$ cat config.mk
export PLATFORM = sky130hd
export DESIGN_NAME = decode_stage_flat
export DESIGN_NICKNAME = d
export VERILOG_FILES = /design/src/rtl/decode_stage_if.sv /design/src/rtl/decode_stage.sv /design/src/flat_wrapper.sv
export SDC_FILE = /design/constraint.sdc
export NUM_CORES = 1
export LEC_CHECK = 0
export ABC_CLOCK_PERIOD_IN_PS = 2200
export CAP_MARGIN = 20
export CORE_MARGIN = 3
export CORE_UTILIZATION = 52
export CTS_CLUSTER_SIZE = 28
export DETAILED_ROUTE_END_ITERATION = 7
export GPL_ROUTABILITY_DRIVEN = 0
export GPL_TIMING_DRIVEN = 0
export PLACE_DENSITY = 0.82
export SLEW_MARGIN = 20
export SYNTH_ARGS = -nofsm -noshare
export SYNTH_HDL_FRONTEND = slang
export SYNTH_SLANG_ARGS = --single-unit
$ cat constraint.sdc
create_clock -name clk -period 2.2 [get_ports clk]
set_clock_uncertainty 0.05 [all_clocks]
set_input_delay 0.44 -clock clk [delete_from_list [all_inputs] [get_ports clk]]
set_output_delay 0.44 -clock clk [all_outputs]
set_load 0.005 [all_outputs]
$ cat src/rtl/decode_stage_if.sv
// decode_stage_if
//   Bundles the fetch-side and register-read-side handshakes of the decode
//   stage together with the decoded payload.
//   Upstream:   in_valid, in_ready, in_instr[31:0], in_pc[XLEN-1:0]
//   Downstream: out_valid, out_ready, out_pc, out_opcode, out_funct3,
//               out_funct7, out_rs1, out_rs2, out_rd, out_imm, out_fmt,
//               out_illegal
//   Modports: slave  = the decode stage itself
//             master = the surrounding pipeline (fetch + register read)
interface decode_stage_if #(
  parameter int XLEN = 32
) ();
  logic            in_valid;
  logic            in_ready;
  logic [31:0]     in_instr;
  logic [XLEN-1:0] in_pc;
  logic            out_valid;
  logic            out_ready;
  logic [XLEN-1:0] out_pc;
  logic [6:0]      out_opcode;
  logic [2:0]      out_funct3;
  logic [6:0]      out_funct7;
  logic [4:0]      out_rs1;
  logic [4:0]      out_rs2;
  logic [4:0]      out_rd;
  logic [XLEN-1:0] out_imm;
  logic [2:0]      out_fmt;
  logic            out_illegal;

  modport slave (
    input  in_valid, in_instr, in_pc, out_ready,
    output in_ready, out_valid, out_pc, out_opcode, out_funct3, out_funct7,
           out_rs1, out_rs2, out_rd, out_imm, out_fmt, out_illegal
  );

  modport master (
    output in_valid, in_instr, in_pc, out_ready,
    input  in_ready, out_valid, out_pc, out_opcode, out_funct3, out_funct7,
           out_rs1, out_rs2, out_rd, out_imm, out_fmt, out_illegal
  );
endinterface

$ cat src/rtl/decode_stage.sv
// decode_stage
//   Registered RISC-V decode stage. Splits the raw instruction into fields,
//   classifies its format (0=R 1=I 2=S 3=B 4=U 5=J), builds the sign-extended
//   immediate and flags illegal encodings. An output register plus a skid
//   register give full throughput under backpressure without any
//   combinational path from out_ready to in_ready.
//   Ports: clk   - rising-edge clock
//          rst_n - asynchronous active-low reset
//          flush - drop every held instruction at the next edge
//          bus   - decode_stage_if.slave (upstream/downstream handshakes)
module decode_stage #(
  parameter int XLEN = 32
) (
  input  logic           clk,
  input  logic           rst_n,
  input  logic           flush,
  decode_stage_if.slave  bus
);
  localparam bit IS_RV64 = (XLEN == 64);

  localparam logic [2:0] FMT_R = 3'd0;
  localparam logic [2:0] FMT_I = 3'd1;
  localparam logic [2:0] FMT_S = 3'd2;
  localparam logic [2:0] FMT_B = 3'd3;
  localparam logic [2:0] FMT_U = 3'd4;
  localparam logic [2:0] FMT_J = 3'd5;

  typedef struct packed {
    logic [XLEN-1:0] pc;
    logic [31:0]     instr;
    logic [XLEN-1:0] imm;
    logic [2:0]      fmt;
    logic            illegal;
  } entry_t;

  // ---------------- combinational decode of in_instr ----------------
  logic [31:0]     instr;
  logic [2:0]      fmt_raw;
  logic            legal;
  logic [31:0]     imm32;
  logic [XLEN-1:0] imm_ext;
  entry_t          dec;

  assign instr = bus.in_instr;

  always_comb begin
    fmt_raw = FMT_R;
    legal   = 1'b1;
    case (instr[6:0])
      7'b0110011: fmt_raw = FMT_R;
      7'b0111011: begin fmt_raw = FMT_R; legal = IS_RV64; end
      7'b0010011, 7'b0000011, 7'b1100111,
      7'b1110011, 7'b0001111: fmt_raw = FMT_I;
      7'b0011011: begin fmt_raw = FMT_I; legal = IS_RV64; end
      7'b0100011: fmt_raw = FMT_S;
      7'b1100011: fmt_raw = FMT_B;
      7'b0110111, 7'b0010111: fmt_raw = FMT_U;
      7'b1101111: fmt_raw = FMT_J;
      default:    legal = 1'b0;
    endcase
    // Compressed-space encodings are never accepted, whatever the opcode.
    if (instr[1:0] != 2'b11) legal = 1'b0;
  end

  always_comb begin
    imm32 = 32'd0;
    case (fmt_raw)
      FMT_I: imm32 = {{20{instr[31]}}, instr[31:20]};
      FMT_S: imm32 = {{20{instr[31]}}, instr[31:25], instr[11:7]};
      FMT_B: imm32 = {{19{instr[31]}}, instr[31], instr[7], instr[30:25],
                      instr[11:8], 1'b0};
      FMT_U: imm32 = {instr[31:12], 12'b0};
      FMT_J: imm32 = {{11{instr[31]}}, instr[31], instr[19:12], instr[20],
                      instr[30:21], 1'b0};
      default: imm32 = 32'd0;
    endcase
  end

  // Every immediate is already sign-correct at 32 bits; widen for RV64.
  if (XLEN == 64) begin : g_ext64
    assign imm_ext = {{32{imm32[31]}}, imm32};
  end else begin : g_ext32
    assign imm_ext = imm32;
  end

  always_comb begin
    dec.pc      = bus.in_pc;
    dec.instr   = instr;
    dec.illegal = !legal;
    dec.fmt     = legal ? fmt_raw : FMT_R;
    dec.imm     = legal ? imm_ext : '0;
  end

  // ---------------- output + skid buffering ----------------
  logic   out_valid_q, out_valid_d;
  logic   skid_valid_q, skid_valid_d;
  entry_t out_q, out_d;
  entry_t skid_q, skid_d;
  logic   accept;

  assign bus.in_ready = !skid_valid_q && !flush;
  assign accept       = bus.in_valid && bus.in_ready;

  always_comb begin
    out_valid_d  = out_valid_q;
    skid_valid_d = skid_valid_q;
    out_d        = out_q;
    skid_d       = skid_q;
    if (flush) begin
      out_valid_d  = 1'b0;
      skid_valid_d = 1'b0;
    end else if (!out_valid_q || bus.out_ready) begin
      // Output slot is free this edge; the skid entry is older than any
      // new arrival (and accept is impossible while skid is occupied).
      if (skid_valid_q) begin
        out_d        = skid_q;
        out_valid_d  = 1'b1;
        skid_valid_d = 1'b0;
      end else begin
        out_valid_d = accept;
        if (accept) out_d = dec;
      end
    end else if (accept) begin
      skid_d       = dec;
      skid_valid_d = 1'b1;
    end
  end

  always_ff @(posedge clk or negedge rst_n) begin
    if (!rst_n) begin
      out_valid_q  <= 1'b0;
      skid_valid_q <= 1'b0;
      out_q        <= '0;
      skid_q       <= '0;
    end else begin
      out_valid_q  <= out_valid_d;
      skid_valid_q <= skid_valid_d;
      out_q        <= out_d;
      skid_q       <= skid_d;
    end
  end

  assign bus.out_valid   = out_valid_q;
  assign bus.out_pc      = out_q.pc;
  assign bus.out_opcode  = out_q.instr[6:0];
  assign bus.out_funct3  = out_q.instr[14:12];
  assign bus.out_funct7  = out_q.instr[31:25];
  assign bus.out_rs1     = out_q.instr[19:15];
  assign bus.out_rs2     = out_q.instr[24:20];
  assign bus.out_rd      = out_q.instr[11:7];
  assign bus.out_imm     = out_q.imm;
  assign bus.out_fmt     = out_q.fmt;
  assign bus.out_illegal = out_q.illegal;
endmodule
$ cat src/flat_wrapper.sv
// flat-port wrapper written by rule: the top's interface ports become plain ports
module decode_stage_flat 
#(
  parameter int XLEN = 32
)
  (clk, rst_n, flush, bus_in_valid, bus_in_instr, bus_in_pc, bus_out_ready, bus_in_ready, bus_out_valid, bus_out_pc, bus_out_opcode, bus_out_funct3, bus_out_funct7, bus_out_rs1, bus_out_rs2, bus_out_rd, bus_out_imm, bus_out_fmt, bus_out_illegal);
  decode_stage_if #(.XLEN(XLEN)) bus_i ();
  input  logic clk;
  input  logic rst_n;
  input  logic flush;
  input wire logic [$bits(bus_i.in_valid)-1:0] bus_in_valid;
  input wire logic [$bits(bus_i.in_instr)-1:0] bus_in_instr;
  input wire logic [$bits(bus_i.in_pc)-1:0] bus_in_pc;
  input wire logic [$bits(bus_i.out_ready)-1:0] bus_out_ready;
  output wire logic [$bits(bus_i.in_ready)-1:0] bus_in_ready;
  output wire logic [$bits(bus_i.out_valid)-1:0] bus_out_valid;
  output wire logic [$bits(bus_i.out_pc)-1:0] bus_out_pc;
  output wire logic [$bits(bus_i.out_opcode)-1:0] bus_out_opcode;
  output wire logic [$bits(bus_i.out_funct3)-1:0] bus_out_funct3;
  output wire logic [$bits(bus_i.out_funct7)-1:0] bus_out_funct7;
  output wire logic [$bits(bus_i.out_rs1)-1:0] bus_out_rs1;
  output wire logic [$bits(bus_i.out_rs2)-1:0] bus_out_rs2;
  output wire logic [$bits(bus_i.out_rd)-1:0] bus_out_rd;
  output wire logic [$bits(bus_i.out_imm)-1:0] bus_out_imm;
  output wire logic [$bits(bus_i.out_fmt)-1:0] bus_out_fmt;
  output wire logic [$bits(bus_i.out_illegal)-1:0] bus_out_illegal;
  assign bus_i.in_valid = bus_in_valid;
  assign bus_i.in_instr = bus_in_instr;
  assign bus_i.in_pc = bus_in_pc;
  assign bus_i.out_ready = bus_out_ready;
  assign bus_in_ready = bus_i.in_ready;
  assign bus_out_valid = bus_i.out_valid;
  assign bus_out_pc = bus_i.out_pc;
  assign bus_out_opcode = bus_i.out_opcode;
  assign bus_out_funct3 = bus_i.out_funct3;
  assign bus_out_funct7 = bus_i.out_funct7;
  assign bus_out_rs1 = bus_i.out_rs1;
  assign bus_out_rs2 = bus_i.out_rs2;
  assign bus_out_rd = bus_i.out_rd;
  assign bus_out_imm = bus_i.out_imm;
  assign bus_out_fmt = bus_i.out_fmt;
  assign bus_out_illegal = bus_i.out_illegal;
  decode_stage #(.XLEN(XLEN)) u_core (.clk(clk), .rst_n(rst_n), .flush(flush), .bus(bus_i));
endmodule
==> flow_metrics.env, run 1 <==
export IMPL_power_leakage_nw=5.25
export IMPL_grt_pass1_vias=7742
export IMPL_portBuffers=168
export IMPL_status="finished, violations left"
export IMPL_peakVddDrop_uv=697
export IMPL_ctsRootBufferMaster="clkbuf_16"
export IMPL_synth_cell_types=59
export IMPL_firstDrtPassIters=6
export IMPL_cts_htree_levels=1
export IMPL_grt_pass1_wl_mm=40.7
export IMPL_synth_cell_area_sq_um=8950
export IMPL_drtIter0Drc=568
export IMPL_via_per_inst=5.64
export IMPL_final_setup_tns_ps=-31.0
export IMPL_coreArea_sq_um=16700
export IMPL_worstSetupStartpointType="input port"
export IMPL_finalNonFillerCells=1378
export IMPL_fill_cells=1244
export IMPL_arrival_ps=2570
export IMPL_rows=47
export IMPL_hold_viol=0
export IMPL_yosysSeqAreaShare_pct=56.5
export IMPL_overflow=0
export IMPL_hp_class="in2reg"
export IMPL_path_max_fanout=6
export IMPL_period_needed_ps=2210
export IMPL_fin_ws_ps=-13.7
export IMPL_finalCritPeriodShare_pct=101
export IMPL_nets=1214
export IMPL_violations="negative setup slack"
export IMPL_drive_above_1_share_pct=9.76
export IMPL_numCtsBuffers=21
export IMPL_finalPower_mw=9.82
export IMPL_fp_dieW_um=137
export IMPL_async_flop_share_pct=100
export IMPL_hpwl_mm=17.3
export IMPL_worst_slew_pin_slew_ps=811
export IMPL_antenna_found_initial=0
export IMPL_start_util_pct=53.6
export IMPL_cp_end_kind="register"
export IMPL_ys_flop_type="dfrtp_1"
export IMPL_route_detailed_drc=0
export IMPL_critical_path_required_ps=2560
export IMPL_globalRouteMet3Util_pct=5.00
export IMPL_finalWirelength_mm=25.6
export IMPL_clock_latency_ps=490
export IMPL_rrSetupSlack_ps=110
export IMPL_grt_start_max_net_pins=102
export IMPL_routedWlPerCell_um=18.6
export IMPL_num_vias=7775
export IMPL_drv_slew=0
export IMPL_ant_nets=0
export IMPL_use_met2_pct=44.5
export IMPL_max_freq_mhz=452
export IMPL_crit_type="in2reg"
export IMPL_die_h_um=137
export IMPL_die_area_sq_um=18800
export IMPL_ys_warn_count=0
export IMPL_syn_avg_cell_area_sq_um=9.54
export IMPL_io_pins=171
export IMPL_power_density_nw_per_um2=827
export IMPL_rsz0062_at_grt="yes"
export IMPL_ys_seq_elements=202
export IMPL_dp_cells=1328
export IMPL_cts_tree="built"
export IMPL_syn_num_nets=1008
export IMPL_setup_violations=3
export IMPL_cap_viol_max_count=0
export IMPL_cts_sinks=202
export IMPL_syn_inst=938
export IMPL_antenna_cells=0
export IMPL_syn2layout_area_growth_pct=32.6
export IMPL_globalRouteMet1Util_pct=37.4
export IMPL_relSlewSlack_pct=45.9
export IMPL_synth_edf_count=0
export IMPL_clk_pin_slew_ps=60
export IMPL_grt_busiest_layer="met2"
export IMPL_clock_path_buffers=3
export IMPL_fin_util_pct=71.1
export IMPL_grt_usage_pct=27.2
-- worst max-delay path, stage by stage --
cell	delay (ps)
buf_4	140
buf_8	120
or3b_4	400
a21oi_4	170
inv_2	70
ha_4	180
or4_4	510
o211a_4	190
a2bb2oi_2	180
o22ai_1	170
-- power breakdown --
part	total [mW]	switching (mW)	internal, mW
registers	4.59	0.323	4.26
clock network	3.52	1.41	2.11
logic	1.71	0.787	0.926
total	9.82	2.52	7.30
-- cell usage in the layout, fill, tap and decap left out, types with 4 or more instances in the layout --
master	instances
clkdlybuf4s50_1	161
inv_1	4
a22o_1	6
o22ai_1	23
clkbuf_1	39
dfrtp_1	202
clkbuf_16	21
clkbuf_8	7
o21ai_0	80
clkbuf_2	4
a21oi_1	52
nand2_1	295
buf_6	9
buf_1	6
nor2_1	40
a31o_2	6
o21ai_1	23
buf_2	6
mux2i_1	66
buf_4	21
-- logic make-up after synthesis --
family | count (synthesis) | share of synthesized area [%]
AOI/OAI and AO/OA | 225 | 15.2
xor gates and xnor gates | 2 | 0.196
adders and majority gates | 1 | 0.140
buffers and inverters | 72 | 3.84
DFF | 202 | 56.5
muxes | 66 | 7.38
and+or+nand+nor | 370 | 16.8
-- final cells by class --
cell class,count,area [sq um],share of cell area (%)
clock inverters,4,45.0,0.379
plain buffers,64,350,2.95
inverters,6,25.0,0.211
repair buffers,185,1840,15.5
multi-input cells,664,3640,30.6
well taps,220,275,2.32
clock buffers,33,641,5.40
flip-flops and latches,202,5050,42.6
-- timing repair --
item | 4_1_cts | 5_1_grt
hold buffers | 1 | 0
setup endpoints to repair | 121 | 170
setup buffers | 9 | 5
pin swaps | 5 | 3
resized for setup | 33 | 27
hold endpoints to repair | 11 | 0
-- per-layer routing --
layer	vias to the layer above	wire length, um
met1	3818	10700
li1	3606	-
met4	0	551
met3	48	1650
met2	303	12700
met5	-	0
-- flip-flops by register name, indices dropped and copies added (netlist names) --
register,cells
u_core.bus.out_rd,5
u_core.skid_q,100
u_core.bus.out_opcode,7
u_core.bus.out_rs2,5
u_core.bus.out_pc,32
u_core.bus.out_imm,32
u_core.bus.out_rs1,5
u_core.bus.out_funct3,3
u_core.bus.out_illegal,1
u_core.bus.out_valid,1
u_core.bus.out_funct7,7
u_core.skid_valid_q,1
u_core.bus.out_fmt,3
-- per-stage QoR --
step           worst slack [ps]  instance area (sq um)  hold slack [ps]
2_1_floorplan              -400                   8990             94.4
3_3_place_gp              -7730                  10900              404
3_5_place_dp              -1180                  11000              214
4_1_cts                    6.48                  11800              229
5_1_grt                   -44.1                  11900              252
6_report                  -13.7                  11900              229
-- synthesized netlist by cell type, types with 2 or more instances --
library cell,n,share of area (%)
nand4_1,2,0.14
a22o_1,6,0.59
inv_2,2,0.084
o22ai_1,23,1.6
a31o_2,6,0.59
buf_1,8,0.34
mux2i_1,66,7.4
buf_4,3,0.25
o221ai_1,2,0.20
and3b_1,2,0.20
nor3_1,2,0.11
a22oi_1,2,0.17
o21ai_1,13,0.73
nor3_2,2,0.22
o21ai_0,90,5.0
nand2_1,295,12
xor2_1,2,0.20
buf_2,8,0.45
nor2_1,42,1.8
a31oi_1,3,0.21
o2111ai_1,2,0.20
nor2b_1,3,0.21
o211ai_1,3,0.25
and2_1,3,0.21
inv_1,4,0.17
and3_1,3,0.21
nand3_2,2,0.22
a2bb2oi_1,5,0.49
buf_6,7,0.88
dfrtp_1,202,56
nand2b_1,2,0.14
a21oi_1,55,3.1
nand3_1,3,0.17
clkbuf_1,40,1.7
-- path summary, 6_finish.rpt --
kind | end | cells after the start | from
worst min register to register | u_core.skid_q[76] | 2 | u_core.skid_q[76]
worst max register to register | u_core.bus.out_imm[7] | 8 | u_core.bus.out_valid
min in group asynchronous | u_core.bus.out_pc[25] | 2 | rst_n
max in group asynchronous | u_core.skid_q[62] | 3 | rst_n
worst max-delay path | u_core.bus.out_imm[4] | 10 | bus_in_instr[3]
worst min-delay path | u_core.skid_q[36] | 3 | bus_in_instr[0]
No activity file was read; power rests on OpenSTA's default activity.
==> inputs of run 2 (changes only) <==
Settings changed: ABC_AREA set to 1, CAP_MARGIN 20 to unset.
==> run 2 against run 1 <==
The run now ends clean; design area is essentially flat; via count grew 11%; utilization shrank 0.31 points; flip-flop and latch count is the same; area after synthesis grew 0.63%; sequential share of layout area is essentially flat; global-route usage grew 0.84 points; cell count grew 12%; clock power shrank 3%; fmax grew 4.2%; hold slack gained 36 ps; critical path type is now reg2out; largest power group unchanged; highest routed layer unchanged.
==> flow_metrics.env, run 2 <==
export IMPL_grt_pass1_vias=8396
export IMPL_critical_path_required_ps=1710
export IMPL_overflow=0
export IMPL_finalCritPeriodShare_pct=96.6
export IMPL_die_area_sq_um=18900
export IMPL_num_vias=8628
export IMPL_path_max_fanout=7
export IMPL_rrSetupSlack_ps=160
export IMPL_final_area_sq_um=11900
export IMPL_synth_edf_count=0
export IMPL_globalRouteMet1Util_pct=38.4
export IMPL_hold_path_end="u_core.skid_q[42]"
export IMPL_ys_flop_type="dfrtp_1"
export IMPL_globalRouteMet3Util_pct=4.75
export IMPL_syn_num_nets=1183
export IMPL_crit_type="reg2out"
export IMPL_worst_r2r_cell_count=7
export IMPL_portBuffers=170
export IMPL_grt_pass1_wl_mm=42.2
export IMPL_firstDrtPassIters=5
export IMPL_grt_start_max_net_pins=103
export IMPL_finalWirelength_mm=26.5
export IMPL_clock_path_buffers=3
export IMPL_status="finished clean"
export IMPL_fp_dieW_um=138
export IMPL_synth_cell_types=27
export IMPL_syn_avg_cell_area_sq_um=8.09
export IMPL_final_cell_mix="350 x nand2_1, 234 x o21ai_0, 201 x dfrtp_1, 162 x clkdlybuf4s50_1, 82 x inv_1"
export IMPL_synth_cell_area_sq_um=9010
export IMPL_syn2layout_area_growth_pct=31.7
export IMPL_fin_ws_ps=75.0
export IMPL_netlist_top_cells_count="355 x nand2_1, 241 x o21ai_0, 202 x dfrtp_1"
export IMPL_dp_slack_ps=-922
export IMPL_grt_busiest_layer="met2"
export IMPL_hpwl_mm=18.5
export IMPL_r2r_end="u_core.bus.out_rs2[2]"
export IMPL_r2r_start="u_core.skid_valid_q"
export IMPL_use_met2_pct=44.8
export IMPL_cap_viol_max_count=0
export IMPL_arrival_ps=1640
export IMPL_final_setup_tns_ps=0
export IMPL_synth_top_area_cell="dfrtp_1"
export IMPL_worstHoldStart="bus_in_instr[6]"
export IMPL_dpl_cell_area_sq_um=11000
export IMPL_via_per_inst=5.57
export IMPL_rsz0062_at_grt="no"
export IMPL_layout_commonest_cell="nand2_1"
export IMPL_ant_nets=0
export IMPL_period_needed_ps=2130
export IMPL_largest_reg_flops=100
export IMPL_cts_sinks=202
export IMPL_cts_tree="built"
export IMPL_fill_cells=1317
export IMPL_yosysSeqAreaShare_pct=56.1
export IMPL_drive_above_1_share_pct=7.68
export IMPL_top_register="u_core.skid_q"
export IMPL_io_pins=171
export IMPL_relSlewSlack_pct=50.4
export IMPL_coreArea_sq_um=16800
export IMPL_grt_usage_pct=28.1
export IMPL_max_freq_mhz=471
export IMPL_dp_cells=1504
export IMPL_hold_depth=3
export IMPL_rows=47
export IMPL_drtIter0Drc=743
export IMPL_route_detailed_drc=0
export IMPL_setup_violations=0
export IMPL_finalNonFillerCells=1548
export IMPL_cts_htree_levels=1
export IMPL_clk_pin_slew_ps=60
export IMPL_cp_end_kind="output port"
export IMPL_syn_inst=1113
export IMPL_hp_class="in2reg"
export IMPL_finalPower_mw=9.55
export IMPL_ys_seq_elements=202
export IMPL_clock_latency_ps=490
export IMPL_drv_slew=0
export IMPL_power_density_nw_per_um2=806
export IMPL_ys_warn_count=0
export IMPL_nets=1388
export IMPL_netlist_top_cells_area="dfrtp_1 56%, nand2_1 15%, o21ai_0 13%"
export IMPL_routedWlPerCell_um=17.1
export IMPL_antenna_found_initial=0
export IMPL_power_leakage_nw=5.82
export IMPL_ctsRootBufferMaster="clkbuf_16"
export IMPL_fin_util_pct=70.8
export IMPL_peakVddDrop_uv=517
export IMPL_hold_ws_ps=265
export IMPL_async_flop_share_pct=100
export IMPL_worst_slew_pin_slew_ps=744
export IMPL_start_util_pct=53.7
export IMPL_numCtsBuffers=21
export IMPL_die_h_um=138
export IMPL_synth_top_cell_area_share_pct=56.1
export IMPL_hold_viol=0
export IMPL_yosysMostFrequentCell="nand2_1"
export IMPL_antenna_cells=0
export IMPL_worstSetupStartpointType="register"
[run 2: cell count changes in the layout (fill, tap and decap cells not counted), moves of 7 or more]
cell	delta
a21o_1	+7
a21oi_1	-30
buf_4	-8
clkbuf_2	+14
inv_1	+78
mux2i_1	-66
nand2_1	+55
nand3_1	+13
o21ai_0	+154
o21ai_1	+21
o22ai_1	-19
[run 2: area by class of cell]
type	count	area [sq um]	share of cell area, %
plain buffers	70	315	2.66
clock buffers	31	623	5.25
clock inverters	2	35.0	0.295
inverters	89	339	2.86
multi-input cells	750	3400	28.7
flip-flops and latches	202	5060	42.6
well taps	220	275	2.32
repair buffers	184	1820	15.3
[run 2: cell families (layout without fill, tap and decap cells)]
kind of cell | after synthesis | in the layout | share of synthesized area (%)
flip-flops | 202 | 202 | 56.1
adder cells (fa/ha/maj) | 1 | 1 | 0.139
AO/OA/AOI/OAI | 316 | 316 | 18.0
AND/OR/NAND/NOR | 433 | 433 | 18.7
buffers and inverters | 161 | 376 | 7.03
[run 2: what timing repair did]
action | 4_1_cts | 5_1_grt
cloned | 2 | 0
pin swaps | 7 | 5
setup buffers | 9 | 1
resized for setup | 38 | 34
hold buffers | 1 | 0
endpoints found under the hold margin | 100 | 0
setup endpoints to repair | 164 | 128
[run 2: how the worst max path moves through the flow]
| stage | startpoint | end | slack, ps | cells after the start |
|---|---|---|---|---|
| 6_report | u_core.skid_valid_q | bus_in_ready | 70 | 2 |
| 2_1_floorplan | bus_in_instr[0] | u_core.bus.out_imm[29] | 50 | 18 |
| 5_1_grt | u_core.skid_valid_q | bus_in_ready | 10 | 2 |
| 3_3_place_gp | rst_n | u_core.bus.out_imm[18] | -7600 | 1 |
| 4_1_cts | u_core.skid_valid_q | bus_in_ready | 40 | 2 |
| 3_5_place_dp | bus_in_instr[1] | u_core.bus.out_imm[27] | -920 | 18 |
[run 2: critical path, stage by stage (launching register included)]
cell and delay [ps]:
dfrtp_2 470, nor2_1 150, clkdlybuf4s50_1 520
[run 2: power breakdown]
part           leakage (nW)  internal, mW  switching (mW)
clock                 0.325          2.05            1.37
sequential             2.61          4.27           0.301
combinational          2.88         0.788           0.769
total                  5.82          7.11            2.44
[run 2: layer usage]
layer | share of wire [%] | vias up
met4 | 3.7 | 0
met3 | 9.4 | 82
met2 | 46 | 455
met1 | 40 | 4104
li1 | - | 3987
met5 | 0 | -
==> inputs of run 3 (changes only) <==
--- a/config.mk
+++ b/config.mk
@@ -8,5 +8,5 @@
 export ABC_AREA = 1
-export ABC_CLOCK_PERIOD_IN_PS = 2200
+export ABC_CLOCK_PERIOD_IN_PS = 1750
 export CORE_MARGIN = 3
-export CORE_UTILIZATION = 52
+export CORE_UTILIZATION = 47
 export CTS_CLUSTER_SIZE = 28
@@ -15,3 +15,4 @@
 export GPL_TIMING_DRIVEN = 0
-export PLACE_DENSITY = 0.82
+export PLACE_DENSITY = 0.78
+export SKIP_LAST_GASP = 1
 export SLEW_MARGIN = 20
==> constraint.sdc (replaced) <==
create_clock -name clk -period 1.75 [get_ports clk]
set_clock_uncertainty 0.05 [all_clocks]
set_input_delay 0.35 -clock clk [delete_from_list [all_inputs] [get_ports clk]]
set_output_delay 0.35 -clock clk [all_outputs]
set_load 0.01 [all_outputs]
==> run 3 against run 2 <==
Combinational power grew 24%; critical endpoint is now u_core.bus.out_imm[0]; critical path type is now in2reg; global-route usage shrank 2.5 points; via count shrank 0.95%; die area grew 10%; routed wire length grew 1.9%; highest routed layer unchanged.
==> flow_metrics.env, run 3 (same netlist as run 2, synthesis figures left out) <==
export IMPL_relSlewSlack_pct=56.4
export IMPL_worstHoldStart="bus_in_instr[1]"
export IMPL_hp_class="in2reg"
export IMPL_crit_type="in2reg"
export IMPL_cts_sinks=202
export IMPL_dp_slack_ps=-1200
export IMPL_cap_viol_max_count=0
export IMPL_die_area_sq_um=20900
export IMPL_regArea_sq_um=5060
export IMPL_ant_nets=0
export IMPL_cpMostUsedCell="buf_4"
export IMPL_p_sw_mw=3.31
export IMPL_grt_pass1_wl_mm=42.4
export IMPL_num_vias=8546
export IMPL_fp_dieW_um=144
export IMPL_hold_path_end="u_core.skid_q[37]"
export IMPL_r2r_end="u_core.skid_q[10]"
export IMPL_clk_pin_slew_ps=60
export IMPL_route_detailed_drc=0
export IMPL_hold_ws_ps=105
export IMPL_cp_end_kind="register"
export IMPL_power_density_nw_per_um2=1020
export IMPL_slowest_delay_ps=260
export IMPL_finalWirelength_mm=27.0
export IMPL_cts_tree="built"
export IMPL_rrSetupSlack_ps=70
export IMPL_hold_depth=3
export IMPL_via_per_inst=5.42
export IMPL_firstDrtPassIters=5
export IMPL_finalCritPeriodShare_pct=99.5
export IMPL_final_setup_tns_ps=0
export IMPL_start_util_pct=49.0
export IMPL_cp_cell_sequence="buf_4, nor2_4, nand2_4, nor3_4, inv_4, ha_4, inv_2, nand2_4, nand3_4, inv_6, buf_4, buf_4, nand3_2, o21ai_2, a21oi_2, o21ai_1"
export IMPL_cts_htree_levels=1
export IMPL_routedWlPerCell_um=17.1
export IMPL_top_register="u_core.skid_q"
export IMPL_final_cell_mix="342 x nand2_1, 218 x o21ai_0, 201 x dfrtp_1, 101 x dlygate4sd2_1, 77 x inv_1"
export IMPL_power_leakage_nw=6.42
export IMPL_fin_ws_ps=9.46
export IMPL_worst_slew_pin_slew_ps=654
export IMPL_grt_start_max_net_pins=81
export IMPL_ctsRootBufferMaster="clkbuf_16"
export IMPL_portBuffers=170
export IMPL_coreArea_sq_um=18400
export IMPL_drive_above_1_share_pct=14.0
export IMPL_cp_slowest_cell="nor3_4"
export IMPL_grt_usage_pct=25.5
export IMPL_drtIter0Drc=659
export IMPL_grt_pass1_vias=8128
export IMPL_hpwl_mm=18.5
export IMPL_worstSetupStartpointType="input port"
export IMPL_crit_buf_inv=6
export IMPL_fill_cells=1503
export IMPL_period_needed_ps=1740
export IMPL_largest_reg_flops=100
export IMPL_pwr_share_clk_pct=39.3
export IMPL_rows=49
export IMPL_multi_input_area_sq_um=3600
export IMPL_worst_r2r_cell_count=7
export IMPL_swShare_pct=26.2
export IMPL_r2r_start="u_core.skid_valid_q"
export IMPL_clock_latency_ps=510
export IMPL_p_comb_share_pct=15.4
export IMPL_numCtsBuffers=22
export IMPL_peakVddDrop_uv=721
export IMPL_io_pins=171
export IMPL_clock_path_buffers=3
export IMPL_setup_violations=0
export IMPL_antenna_found_initial=0
export IMPL_syn2layout_area_growth_pct=36.8
export IMPL_nets=1401
export IMPL_hold_viol=0
export IMPL_startpoint="bus_in_instr[3]"
export IMPL_die_h_um=144
export IMPL_intPower_mw=9.30
export IMPL_layout_commonest_cell="nand2_1"
export IMPL_drv_slew=0
export IMPL_arrival_ps=2070
export IMPL_path_max_fanout=5
export IMPL_overflow=0
export IMPL_p_seq_share_pct=45.3
export IMPL_cp_top_family="simple AND/OR/NAND/NOR gates"
export IMPL_critical_path_required_ps=2080
export IMPL_max_freq_mhz=575
export IMPL_status="finished clean"
-- run 3: cell count changes in the layout (fill, tap and decap cells not counted), moves of 6 or more --
cell | previous run | this run
clkdlybuf4s50_1 | 162 | 60
dlygate4sd2_1 | 2 | 101
clkbuf_1 | 43 | 19
o21ai_0 | 234 | 218
buf_4 | 13 | 26
buf_2 | 4 | 15
buf_6 | 3 | 11
clkbuf_4 | 0 | 8
nand2_1 | 350 | 342
nor2_4 | 2 | 10
o21ai_2 | 2 | 10
buf_1 | 8 | 1
o21ai_1 | 44 | 51
nor2_1 | 46 | 40
-- run 3: routing by layer --
metal  up-vias  wire [um]  track usage (%)
met5         -          0                0
met4         0        762             7.71
met3        60       2170             3.41
met2       418      12800             41.7
met1      4050      11300             35.8
li1       4018          -                -
-- run 3: through the flow --
stage / utilization (%) / cell area (sq um) / cells / power [mW]
2_1_floorplan: - / 9210 / 1113 / 6.66
3_3_place_gp: 60.9 / 11200 / 1512 / 7.78
3_5_place_dp: 61.2 / 11300 / 1514 / 7.87
4_1_cts: 65.7 / 12100 / 1561 / 12.6
5_1_grt: 67.0 / 12300 / 1576 / 13.2
6_report: 67.0 / 12300 / 1577 / 12.6
-- run 3: timing repair --
| action | in CTS | in global routing |
|---|---|---|
| endpoints found under the hold margin | 63 | 0 |
| gates cloned | 0 | 3 |
| setup endpoints to repair | 304 | 161 |
| hold buffers | 1 | 0 |
| pin swaps | 5 | 19 |
| buffers inserted | 7 | 12 |
| resized for setup | 202 | 61 |
-- run 3: worst max-delay path by stage --
stage | end | slack (ps) | depth (start not counted)
floorplan | u_core.bus.out_imm[22] | -240 | 13
global placement | u_core.skid_q[51] | -8140 | 1
detailed placement | u_core.bus.out_imm[22] | -1200 | 19
CTS | u_core.bus.out_imm[2] | -20 | 9
global route | u_core.bus.out_imm[27] | -80 | 14
finish | u_core.bus.out_imm[0] | 9 | 16
-- run 3: power groups by stage --
| stage | clock network (mW) | logic [mW] | registers, mW |
|---|---|---|---|
| 6_report | 4.96 | 1.94 | 5.72 |
| 5_1_grt | 5.23 | 2.19 | 5.79 |
| 4_1_cts | 5.02 | 1.92 | 5.71 |
| 3_5_place_dp | 0 | 2.08 | 5.79 |
| 3_3_place_gp | 0 | 2.00 | 5.78 |
| 2_1_floorplan | 0 | 0.804 | 5.86 |
-- run 3: worst reg2reg max path: cells and delay by family, from the launching register on --
| kind | cells | cell delay [ps] |
|---|---|---|
| simple gates | 3 | 340 |
| flops | 1 | 440 |
| buf+inv | 3 | 620 |
| compound gates | 1 | 80 |
-- run 3: layout make-up --
type | instances | share of cell area [%]
Sequential cell | 202 | 41.0
Multi-Input combinational cell | 750 | 29.2
Timing Repair Buffer | 195 | 14.7
Clock buffer | 32 | 5.43
Buffer | 71 | 3.41
Inverter | 89 | 2.89
Tap cell | 229 | 2.33
Clock inverter | 8 | 0.965
Antenna cell | 1 | 0.0203
